[config.mk]
export PLATFORM = sky130hd
export DESIGN_NAME = vga_fb_write_arbiter_flat
export DESIGN_NICKNAME = d
export VERILOG_FILES = /design/src/rtl/vga_fb_write_arbiter_if.sv /design/src/rtl/vga_fb_write_arbiter.sv /design/src/flat_wrapper.sv
export SDC_FILE = /design/constraint.sdc
export NUM_CORES = 1
export LEC_CHECK = 0
export CORE_MARGIN = 1
export CORE_UTILIZATION = 40
export DETAILED_ROUTE_END_ITERATION = 16
export HOLD_SLACK_MARGIN = 0.03
export PLACE_DENSITY_LB_ADDON = 0.05
export SLEW_MARGIN = 20
export SYNTH_ARGS = -nofsm -noshare
export SYNTH_HDL_FRONTEND = slang
export SYNTH_SLANG_ARGS = --single-unit
[constraint.sdc]
create_clock -name pixel_clk -period 6.3 [get_ports pixel_clk]
set_input_delay 0.945 -clock pixel_clk [delete_from_list [all_inputs] [get_ports pixel_clk]]
set_output_delay 0.945 -clock pixel_clk [all_outputs]
set_load 0.005 [all_outputs]
[src/rtl/vga_fb_write_arbiter_if.sv]
// Framebuffer write-port bus shared by the pixel writers and the arbiter.
// The requester side drives req/addr/data/video_on. The arbiter drives the grant and
// the registered BRAM write port.
interface vga_fb_write_arbiter_if #(
  parameter int unsigned NREQ = 3,
  parameter int unsigned AW   = 19
);
  logic [NREQ-1:0]    req_i;
  logic [NREQ*AW-1:0] addr_i;
  logic [NREQ-1:0]    data_i;
  logic               video_on;
  logic [NREQ-1:0]    gnt_o;
  logic               fb_we;
  logic [AW-1:0]      fb_waddr;
  logic               fb_wdata;
  logic               busy_o;

  modport master (
    output req_i, addr_i, data_i, video_on,
    input  gnt_o, fb_we, fb_waddr, fb_wdata, busy_o
  );

  modport slave (
    input  req_i, addr_i, data_i, video_on,
    output gnt_o, fb_we, fb_waddr, fb_wdata, busy_o
  );
endinterface

[src/rtl/vga_fb_write_arbiter.sv]
// Round-robin arbiter for the 1-bit framebuffer BRAM write port. It limits each grant
// to MAX_BURST accepted writes while another writer is waiting.
// Optional macro VGA_FB_ARB_BLANK_ONLY_EN: accept writes only while video_on is low.
module vga_fb_write_arbiter #(
  parameter int unsigned NREQ      = 3,
  parameter int unsigned AW        = 19,
  parameter int unsigned MAX_BURST = 16
) (
  input logic                  pixel_clk,
  input logic                  wb_rst_i,
  vga_fb_write_arbiter_if.slave bus
);
  localparam int unsigned IW = (NREQ > 1) ? $clog2(NREQ) : 1;
  localparam int unsigned CW = $clog2(MAX_BURST + 1);

  typedef enum logic [0:0] {ArbIdle, ArbOwn} state_e;

  state_e          state_q, state_d;
  logic [NREQ-1:0] gnt_q, gnt_d;
  logic [IW-1:0]   owner_q, owner_d;
  logic [IW-1:0]   last_owner_q, last_owner_d;
  logic [CW-1:0]   burst_cnt_q, burst_cnt_d;
  logic            fb_we_q, fb_we_d;
  logic [AW-1:0]   fb_waddr_q, fb_waddr_d;
  logic            fb_wdata_q, fb_wdata_d;

  logic [NREQ-1:0] accept;
  logic            any_accept;
  logic [NREQ-1:0] others;
  logic [IW-1:0]   winner_all;
  logic [IW-1:0]   winner_oth;

  // First set bit strictly after 'last', wrapping; 'last' itself is checked last.
  function automatic logic [IW-1:0] rr_pick(input logic [NREQ-1:0] req,
                                            input logic [IW-1:0]   last);
    logic [IW-1:0] pick;
    logic          found;
    int unsigned   idx;
    pick  = last;
    found = 1'b0;
    for (int unsigned i = 1; i <= NREQ; i++) begin
      idx = (32'(last) + i) % NREQ;
      if (!found && req[IW'(idx)]) begin
        pick  = IW'(idx);
        found = 1'b1;
      end
    end
    return pick;
  endfunction

`ifdef VGA_FB_ARB_BLANK_ONLY_EN
  assign accept = bus.req_i & gnt_q & {NREQ{~bus.video_on}};
`else
  assign accept = bus.req_i & gnt_q;
  logic unused_video_on;
  assign unused_video_on = bus.video_on;
`endif

  assign any_accept = |accept;
  // The owner is excluded from the handover search.
  assign others     = bus.req_i & ~(NREQ'(1) << owner_q);
  assign winner_all = rr_pick(bus.req_i, last_owner_q);
  assign winner_oth = rr_pick(others, owner_q);

  // Next-state: grant selection, burst accounting and write-port capture.
  always_comb begin
    state_d      = state_q;
    gnt_d        = gnt_q;
    owner_d      = owner_q;
    last_owner_d = last_owner_q;
    burst_cnt_d  = burst_cnt_q;
    fb_we_d      = any_accept;
    fb_waddr_d   = fb_waddr_q;
    fb_wdata_d   = fb_wdata_q;

    if (any_accept) begin
      fb_waddr_d = bus.addr_i[32'(owner_q)*AW +: AW];
      fb_wdata_d = bus.data_i[owner_q];
    end

    unique case (state_q)
      ArbIdle: begin
        if (|bus.req_i) begin
          state_d     = ArbOwn;
          owner_d     = winner_all;
          gnt_d       = NREQ'(1) << winner_all;
          burst_cnt_d = '0;
        end
      end
      ArbOwn: begin
        if (!bus.req_i[owner_q]) begin
          last_owner_d = owner_q;
          burst_cnt_d  = '0;
          if (|others) begin
            owner_d = winner_oth;
            gnt_d   = NREQ'(1) << winner_oth;
          end else begin
            state_d = ArbIdle;
            gnt_d   = '0;
          end
        end else if (any_accept) begin
          // This write completes the burst. Hand over only if someone else is waiting.
          if (burst_cnt_q == CW'(MAX_BURST - 1)) begin
            burst_cnt_d = '0;
            if (|others) begin
              last_owner_d = owner_q;
              owner_d      = winner_oth;
              gnt_d        = NREQ'(1) << winner_oth;
            end
          end else begin
            burst_cnt_d = burst_cnt_q + 1'b1;
          end
        end
      end
      default: begin
        state_d = ArbIdle;
        gnt_d   = '0;
      end
    endcase
  end

  // State and registered write port; reset drops any write accepted this cycle.
  always_ff @(posedge pixel_clk or posedge wb_rst_i) begin
    if (wb_rst_i) begin
      state_q      <= ArbIdle;
      gnt_q        <= '0;
      owner_q      <= '0;
      last_owner_q <= IW'(NREQ - 1);
      burst_cnt_q  <= '0;
      fb_we_q      <= 1'b0;
      fb_waddr_q   <= '0;
      fb_wdata_q   <= 1'b0;
    end else begin
      state_q      <= state_d;
      gnt_q        <= gnt_d;
      owner_q      <= owner_d;
      last_owner_q <= last_owner_d;
      burst_cnt_q  <= burst_cnt_d;
      fb_we_q      <= fb_we_d;
      fb_waddr_q   <= fb_waddr_d;
      fb_wdata_q   <= fb_wdata_d;
    end
  end

  assign bus.gnt_o    = gnt_q;
  assign bus.fb_we    = fb_we_q;
  assign bus.fb_waddr = fb_waddr_q;
  assign bus.fb_wdata = fb_wdata_q;
  assign bus.busy_o   = (state_q == ArbOwn);
endmodule

[src/flat_wrapper.sv]
// flat-port wrapper written by rule: the top's interface ports become plain ports
module vga_fb_write_arbiter_flat 
#(
  parameter int unsigned NREQ      = 3,
  parameter int unsigned AW        = 19,
  parameter int unsigned MAX_BURST = 16
)
  (pixel_clk, wb_rst_i, bus_req_i, bus_addr_i, bus_data_i, bus_video_on, bus_gnt_o, bus_fb_we, bus_fb_waddr, bus_fb_wdata, bus_busy_o);
  vga_fb_write_arbiter_if #(.NREQ(NREQ), .AW(AW)) bus_i ();
  input logic pixel_clk;
  input logic wb_rst_i;
  input wire logic [$bits(bus_i.req_i)-1:0] bus_req_i;
  input wire logic [$bits(bus_i.addr_i)-1:0] bus_addr_i;
  input wire logic [$bits(bus_i.data_i)-1:0] bus_data_i;
  input wire logic [$bits(bus_i.video_on)-1:0] bus_video_on;
  output wire logic [$bits(bus_i.gnt_o)-1:0] bus_gnt_o;
  output wire logic [$bits(bus_i.fb_we)-1:0] bus_fb_we;
  output wire logic [$bits(bus_i.fb_waddr)-1:0] bus_fb_waddr;
  output wire logic [$bits(bus_i.fb_wdata)-1:0] bus_fb_wdata;
  output wire logic [$bits(bus_i.busy_o)-1:0] bus_busy_o;
  assign bus_i.req_i = bus_req_i;
  assign bus_i.addr_i = bus_addr_i;
  assign bus_i.data_i = bus_data_i;
  assign bus_i.video_on = bus_video_on;
  assign bus_gnt_o = bus_i.gnt_o;
  assign bus_fb_we = bus_i.fb_we;
  assign bus_fb_waddr = bus_i.fb_waddr;
  assign bus_fb_wdata = bus_i.fb_wdata;
  assign bus_busy_o = bus_i.busy_o;
  vga_fb_write_arbiter #(.NREQ(NREQ), .AW(AW), .MAX_BURST(MAX_BURST)) u_core (.pixel_clk(pixel_clk), .wb_rst_i(wb_rst_i), .bus(bus_i));
endmodule
==> metrics.md, run 1 <==
| Metric | Value |
|---|---|
| Total global routing track utilization | `0.2054` |
| Remaining Overflow, GRT | `0` |
| Worst max-slew margin expressed relative to the limit | `0.4039` |
| Number of failing setup endpoints in the final timing report | `0` |
| Largest voltage drop on the vdd net | `0.2285 mV` |
| Insertion delay of the later-clocked pin in the worst-skew pair | `between 0.2 and 0.3 ns` |
| FF-to-FF Start | `u_core.owner_q[0]` |
| Number of vias per cell | `a little over 5` |
| Max-capacitance violation count | `0` |
| Critical Path Slowest Stage Cell | `sky130_fd_sc_hd__dfrtp_1` |
| HPWL Detailed | `4.136 mm` |
| Mapped cell area | `between 0.002 and 0.0025 sq mm` |
| Number of nets in the layout | `~440` |
| Number of distinct standard cells referenced by the synthesized netlist | `a little under 50` |
| Initial antenna violation count | `0` |
| Max Buffers Root-to-Sink | `2` |
| Clock Root Buffer | `sky130_fd_sc_hd__clkbuf_8` |
| Highest Clock Rate | `around 0.34 GHz` |
| Sequential area share after synthesis | `0.3653` |
| Worst slew pin tran | `about 0.89 ns` |
| Post-synthesis async set-or-reset flop share | `1.000` |
| Fraction of power consumed by the clock network | `0.142` |
| Count of buffers inserted at the top-level ports | `89` |
| Combinational share of power | `0.581` |
| Share of post-route cells with drive strength above 1 | `0.06354` |
| Largest fanout of any net on the critical path | `26` |
| Diodes inserted | `0` |
| Total core area | `~0.0056 sq mm` |
| Post-Place Cell Area | `~0.0033 sq mm` |
| CP Launch Point | `u_core.owner_q[0]` |
| Switching Share | `0.4047` |
| Main synth FF type | `sky130_fd_sc_hd__dfrtp_1` |
| Setup repair after global routing missed its margin | `false` |
| Worst Path Class, Setup | `reg -> reg` |
| Wire length of the first global-routing pass | `~10 mm` |
| Ports | `91` |
| Final setup TNS | `0 ns` |
| Number of design-rule violations left by the first detailed-router iteration | `about 80` |
| Number of iterations in the first detailed-routing pass | `6` |
| DRC violation count after routing | `0` |
| DRT Wirelength | `between 5 and 6 mm` |
| Vias | `2,203` |
| Buffers inserted during post-CTS setup optimization | `0` |
| Antenna Nets Post-Route | `0` |
| Critical Path Sink Type | `flip-flop` |
| Final Max Tran Viols | `0` |
| Crit path DAT | `3.08 ns` |
| Std-Cell Rows | `27` |
| Count of H-tree levels built during CTS | `2` |
| Clock input transition at the sequential cells of the worst setup and hold paths | `0.08 ns` |
| Syn-to-layout area delta | `44.53%` |
| Synth Register Bits | `34` |
| Hold-fix buffer count after cts | `0` |
| Data required, critical path | `~6.5 ns` |
| Largest net degree at the start of global routing | `45` |
| Number of hold violations in the final report | `0` |
| Part of the cycle the worst path needs | `0.4602` |
| Width of the chip | `a little under 80 microns` |
| Skew final | `0.008933 ns` |
| Routability cong. | `0.8638` |
| Ratio of total power to cell area | `between 400 and 500 mW/mm^2` |
| Pleak | `1.397 nW` |
| Ys Warns | `0` |
| Synth Instances | `between 200 and 300` |
| Number of nets in the synthesized netlist | `roughly 350` |
| Startpoint type of the worst setup path | `flip-flop` |
| Vias in the first global route | `slightly above 2,000` |
| Average size of a mapped cell | `around 8.4 sq um` |
| Die height | `between 70 and 80 microns` |
| Total die area | `approximately 0.006 sq mm` |
| Beginning of the worst hold path | `u_core.last_owner_q[1]` |
| Net switching power figure | `between 500 and 600 uW` |
| Sequential Power Share | `0.278` |
| Critical path cell sequence | `inv_1 -> ha_1 -> or3b_1 -> o31ai_2 -> nor2_1 -> a21oi_1 -> mux2_2 -> o21ai_1` |
| Outcome | `complete, no violations` |
| Wire length per cell | `about 13 microns` |
| TritonCTS clock tree | `yes` |
| Cell-internal power | `846.9 uW` |
| Minimum clock period after layout | `between 2 and 3 ns` |
| Post-synth EDFFs | `0` |
| Critical path's largest stage delay | `0.93 ns` |
| Sink Count | `34` |
| Class of the tightest hold or removal check | `reg -> reg` |
| Post-route standard cell area excluding fillers | `roughly 0.0034 sq mm` |
| Number of CTS-inserted buffers | `5` |
| Initial Util | `0.4184` |
| Post-cts gate resize count | `0` |
-- worst paths after layout --
| check | to | slack [ns] | cells after the start |
|---|---|---|---|
| max in group asynchronous | u_core.last_owner_q[1] | 4.90 | 3 |
| min | u_core.last_owner_q[1] | 0.51 | 2 |
| max | u_core.owner_q[0] | 3.40 | 8 |
| max reg2reg | u_core.owner_q[0] | 3.40 | 8 |
| min reg2reg | u_core.last_owner_q[1] | 0.51 | 2 |
| min in group asynchronous | u_core.burst_cnt_q[4] | 1.05 | 3 |
-- worst max-delay path: cells and delay by family, from the launching register on --
family          cells  cell delay (ns)
fa+ha+maj           1             0.38
flops               1             0.93
buf+inv             1             0.26
compound gates      3             0.47
mux                 1             0.23
simple gates        2             0.53
-- placed cells by master (no fill, tap or decap), drive strengths merged, types with 3 or more instances in the layout --
cell / instances
inv: 11
o21ai: 17
nand3b: 3
nor3: 4
mux2i: 23
o2bb2ai: 3
clkdlybuf4s50: 89
nor2b: 4
ha: 9
buf: 3
a21oi: 47
or2: 3
clkbuf: 5
dfrtp: 33
nor2: 47
nand2b: 3
nand2: 18
o21a: 3
nand3: 4
-- cell usage after synthesis (all sizes together), types with 4 or more instances --
cell type | number | area share
a21oi | 47 | 0.10
o21ai | 17 | 0.036
nand3 | 4 | 0.0086
nand2 | 18 | 0.029
clkbuf | 10 | 0.016
ha | 9 | 0.048
nor3 | 4 | 0.011
dfrtp | 33 | 0.35
buf | 6 | 0.016
nor2 | 47 | 0.076
mux2i | 23 | 0.099
nor2b | 4 | 0.014
inv | 11 | 0.018
-- state kept, by name, indices dropped and copies added (netlist names) --
register and count:
u_core.bus.gnt_o 3, u_core.owner_q 2, u_core.bus.fb_waddr 19, u_core.bus.fb_wdata 1
u_core.bus.busy_o 1, u_core.last_owner_q 2, u_core.bus.fb_we 1, u_core.burst_cnt_q 5
-- routing by layer --
layer	part of all wire	vias up	track usage
met4	0.0090	0	0.05000
met2	0.47	58	0.3281
li1	-	1146	-
met3	0.069	5	0.06512
met1	0.45	994	0.2695
met5	0	-	0
-- power by group through the flow --
stage                     Combinational, mW  Sequential (mW)  Clock (mW)
after floorplan                       0.552            0.375           0
after global placement                0.825            0.397           0
after detailed placement              0.834            0.398           0
after CTS                             0.836            0.397       0.208
after global routing                  0.933            0.411       0.217
final                                 0.826            0.395       0.202
-- cells by family (layout without fill, tap and decap cells) --
logic type | Yosys count | in the layout | synth area share
and+or+nand+nor | 96 | 96 | 0.1942
DFF | 34 | 34 | 0.3653
AOI/OAI and AO/OA | 87 | 87 | 0.2344
muxes | 25 | 25 | 0.1084
buffers and inverters | 27 | 111 | 0.04936
adders and majority gates | 9 | 9 | 0.04828
-- through the flow --
stage	hold WS (ns)	instances	worst slack (ns)	total power, mW	util
floorplan	0.4485	278	3.798	0.9279	-
global placement	0.4627	426	3.187	1.222	0.5852
detailed placement	0.5047	426	3.187	1.232	0.5852
CTS	0.5163	434	3.400	1.441	0.6047
global route	0.5309	434	3.165	1.562	0.6047
finish	0.5126	434	3.401	1.423	0.6047
-- layout make-up --
type                    instances  area [sq um]
clock buffers                   5         68.82
clock inverters                 3         40.04
fillers                       528          2203
inverters                      11         41.29
repair buffers                 92         913.4
multi-input cells             217          1365
flip-flops and latches         34         852.1
well taps                      72         90.09
Note: power is estimated with default switching activity, not from simulation.
==> run 2: changes to the inputs <==
==> constraint.sdc (replaced) <==
create_clock -name pixel_clk -period 2.6 [get_ports pixel_clk]
set_input_delay 0.39 -clock pixel_clk [delete_from_list [all_inputs] [get_ports pixel_clk]]
set_output_delay 0.39 -clock pixel_clk [all_outputs]
set_load 0.005 [all_outputs]
==> run 2 against run 1 <==
Net effect: global-route usage shrank 0.51 points; utilization rose by 0.76 points; non-clock buffer count is 8 higher; final area rose by 1.3%; via count increased by 2.5%; first-iteration DRC count up 16%; die area unchanged; critical path depth fell by 1; combinational power rose to 2.6 times the previous value; worst setup slack worse by 3.0 ns; worst hold slack worse by 0.035 ns; clock power increased by 99%; highest routed layer unchanged.
==> metrics.md, run 2 (synthesis results as in run 1) <==
| Metric | Value |
|---|---|
| Outcome | `complete, no violations` |
| Std-Cell Rows | `27` |
| Number of nets in the layout | `approximately 440` |
| Post-route worst hold slack | `about 0.48 ns` |
| Number of vias per cell | `between 5 and 6` |
| Skew final | `between 0.007 and 0.008 ns` |
| HPWL Detailed | `between 4 and 5 mm` |
| Final setup TNS | `0 ns` |
| Met3 Routed Length | `roughly 380 microns` |
| Number of iterations in the first detailed-routing pass | `4` |
| Remaining Overflow, GRT | `0` |
| Number of failing setup endpoints in the final timing report | `0` |
| Number of CTS-inserted buffers | `5` |
| Most common library cell in the layout ignoring fill and taps | `sky130_fd_sc_hd__clkdlybuf4s50_1` |
| Syn-to-layout area delta | `46.35%` |
| Crit path DAT | `around 2.3 ns` |
| Ports | `91` |
| Total core area | `approximately 0.0056 sq mm` |
| Ratio of total power to cell area | `1003 mW/mm^2` |
| Antenna Nets Post-Route | `0` |
| Number of instances in the placed design | `about 430` |
| Total length of routed met2 wires | `~2.7 mm` |
| Worst slew pin tran | `0.4413 ns` |
| Largest fanout of any net on the critical path | `10` |
| Critical Path Slowest Stage Cell | `sky130_fd_sc_hd__clkdlybuf4s50_1` |
| Share of post-route cells with drive strength above 1 | `0.08108` |
| Worst max-slew margin expressed relative to the limit | `0.7058` |
| Number of hold violations in the final report | `0` |
| Post-cts gate resize count | `0` |
| Die height | `roughly 78 microns` |
| Startpoint type of the worst setup path | `primary input` |
| Vias | `roughly 2,300` |
| Setup repair after global routing missed its margin | `false` |
| Initial Util | `0.4184` |
| Routability cong. | `0.8556` |
| Hold-fix buffer count after cts | `0` |
| Total die area | `slightly above 0.006 sq mm` |
| Max-capacitance violation count | `0` |
| Minimum clock period after layout | `between 2 and 2.5 ns` |
| Initial antenna violation count | `0` |
| DRT Wirelength | `5.785 mm` |
| Number of design-rule violations left by the first detailed-router iteration | `94` |
| Critical Path Sink Type | `flip-flop` |
| Part of the cycle the worst path needs | `0.8351` |
| Flip-flop count of the largest register, all copies and words added | `19` |
| Sink Count | `34` |
| Largest net degree at the start of global routing | `42` |
| DRC violation count after routing | `0` |
| Wire length of the first global-routing pass | `9.742 mm` |
| Category of cells accounting for the largest share of critical-path delay | `compound AO/OA/AOI/OAI gates` |
| Max Buffers Root-to-Sink | `2` |
| Vias in the first global route | `about 2,100` |
| Buffers inserted during post-CTS setup optimization | `0` |
| Wire length per cell | `between 10 and 15 microns` |
| Final Max Tran Viols | `0` |
| Largest voltage drop on the vdd net | `0.4300 mV` |
| Insertion delay of the later-clocked pin in the worst-skew pair | `approximately 0.28 ns` |
| Count of buffers inserted at the top-level ports | `around 90` |
| Post-route standard cell area excluding fillers | `about 0.0034 sq mm` |
| Top metal layer carrying routed signals | `met4` |
| Pleak | `between 1 and 1.5 nW` |
| Count of H-tree levels built during CTS | `2` |
| Most frequent cells in the layout | `sky130_fd_sc_hd__clkdlybuf4s50_1 (89), sky130_fd_sc_hd__nor2_1 (47), sky130_fd_sc_hd__a21oi_1 (47), sky130_fd_sc_hd__dfrtp_1 (33), sky130_fd_sc_hd__mux2i_1 (23)` |
| Data required, critical path | `~2.8 ns` |
| Number of buffer and inverter stages on the critical path | `1` |
| Total routed wire length on the met1 layer | `approximately 2.6 mm` |
| TritonCTS clock tree | `yes` |
| Total global routing track utilization | `0.2002` |
| Diodes inserted | `0` |
| Highest Clock Rate | `about 0.46 GHz` |
| Class of the tightest hold or removal check | `reg -> reg` |
| Critical path's largest stage delay | `slightly above 0.7 ns` |
| Layout Cells excl Fill | `between 400 and 500` |
| Worst Path Class, Setup | `in -> reg` |
| Clock Root Buffer | `sky130_fd_sc_hd__clkbuf_8` |
| Width of the chip | `~80 microns` |
| Critical path cell sequence | `clkdlybuf4s50_1 -> nand2b_1 -> o32ai_2 -> nor3_2 -> o2bb2ai_2 -> nor2b_4 -> a211o_1` |
| Clock input transition at the sequential cells of the worst setup and hold paths | `0.07 ns` |
| Post-Place Cell Area | `roughly 0.0033 sq mm` |
run 2: cell count changes in the layout (fill, tap and decap cells not counted):
cell / change
sky130_fd_sc_hd__clkbuf_1: +1
sky130_fd_sc_hd__buf_4: +8
sky130_fd_sc_hd__clkinv_2: -1
sky130_fd_sc_hd__clkbuf_8: +1
sky130_fd_sc_hd__bufinv_16: -1
run 2: final timing paths:
| kind | depth (start not counted) | slack, ns | end | start |
|---|---|---|---|---|
| min | 1 | 0.48 | u_core.burst_cnt_q[4] | u_core.burst_cnt_q[4] |
| min in group asynchronous | 3 | 0.50 | u_core.bus.fb_waddr[10] | wb_rst_i |
| max | 7 | 0.43 | u_core.bus.gnt_o[2] | bus_req_i[0] |
| max reg2reg | 8 | 0.45 | u_core.bus.gnt_o[2] | u_core.last_owner_q[1] |
| max in group asynchronous | 3 | 1.75 | u_core.last_owner_q[1] | wb_rst_i |
| min reg2reg | 1 | 0.48 | u_core.burst_cnt_q[4] | u_core.burst_cnt_q[4] |
run 2: layer usage:
layer | up-vias | global-route usage
li1 | 1162 | -
met1 | 1031 | 0.2484
met2 | 60 | 0.3237
met3 | 6 | 0.06163
met4 | 0 | 0.07963
met5 | - | 0
run 2: cell type report:
type                       instances  area (sq um)
clock buffer                       7         86.33
clock inverter                     1         5.005
fill                             519          2161
inverter                          11         41.29
multi-input combinational        217          1365
sequential                        34         852.1
tap                               72         90.09
timing repair buffer             100         973.4
run 2: where the power goes:
| group | internal [mW] | switching [mW] |
|---|---|---|
| sequential | 0.764 | 0.146 |
| combinational | 1.06 | 1.06 |
| clock | 0.214 | 0.187 |
run 2: through the flow:
stage / power [mW] / setup WS, ns / utilization
finish: 3.422 / 0.4286 / 0.6123
global route: 3.733 / 0.2514 / 0.6123
CTS: 3.469 / 0.4552 / 0.6123
detailed placement: 3.044 / 0.1568 / 0.5960
global placement: 3.011 / 0.1843 / 0.5960
floorplan: 2.248 / 0.09814 / -
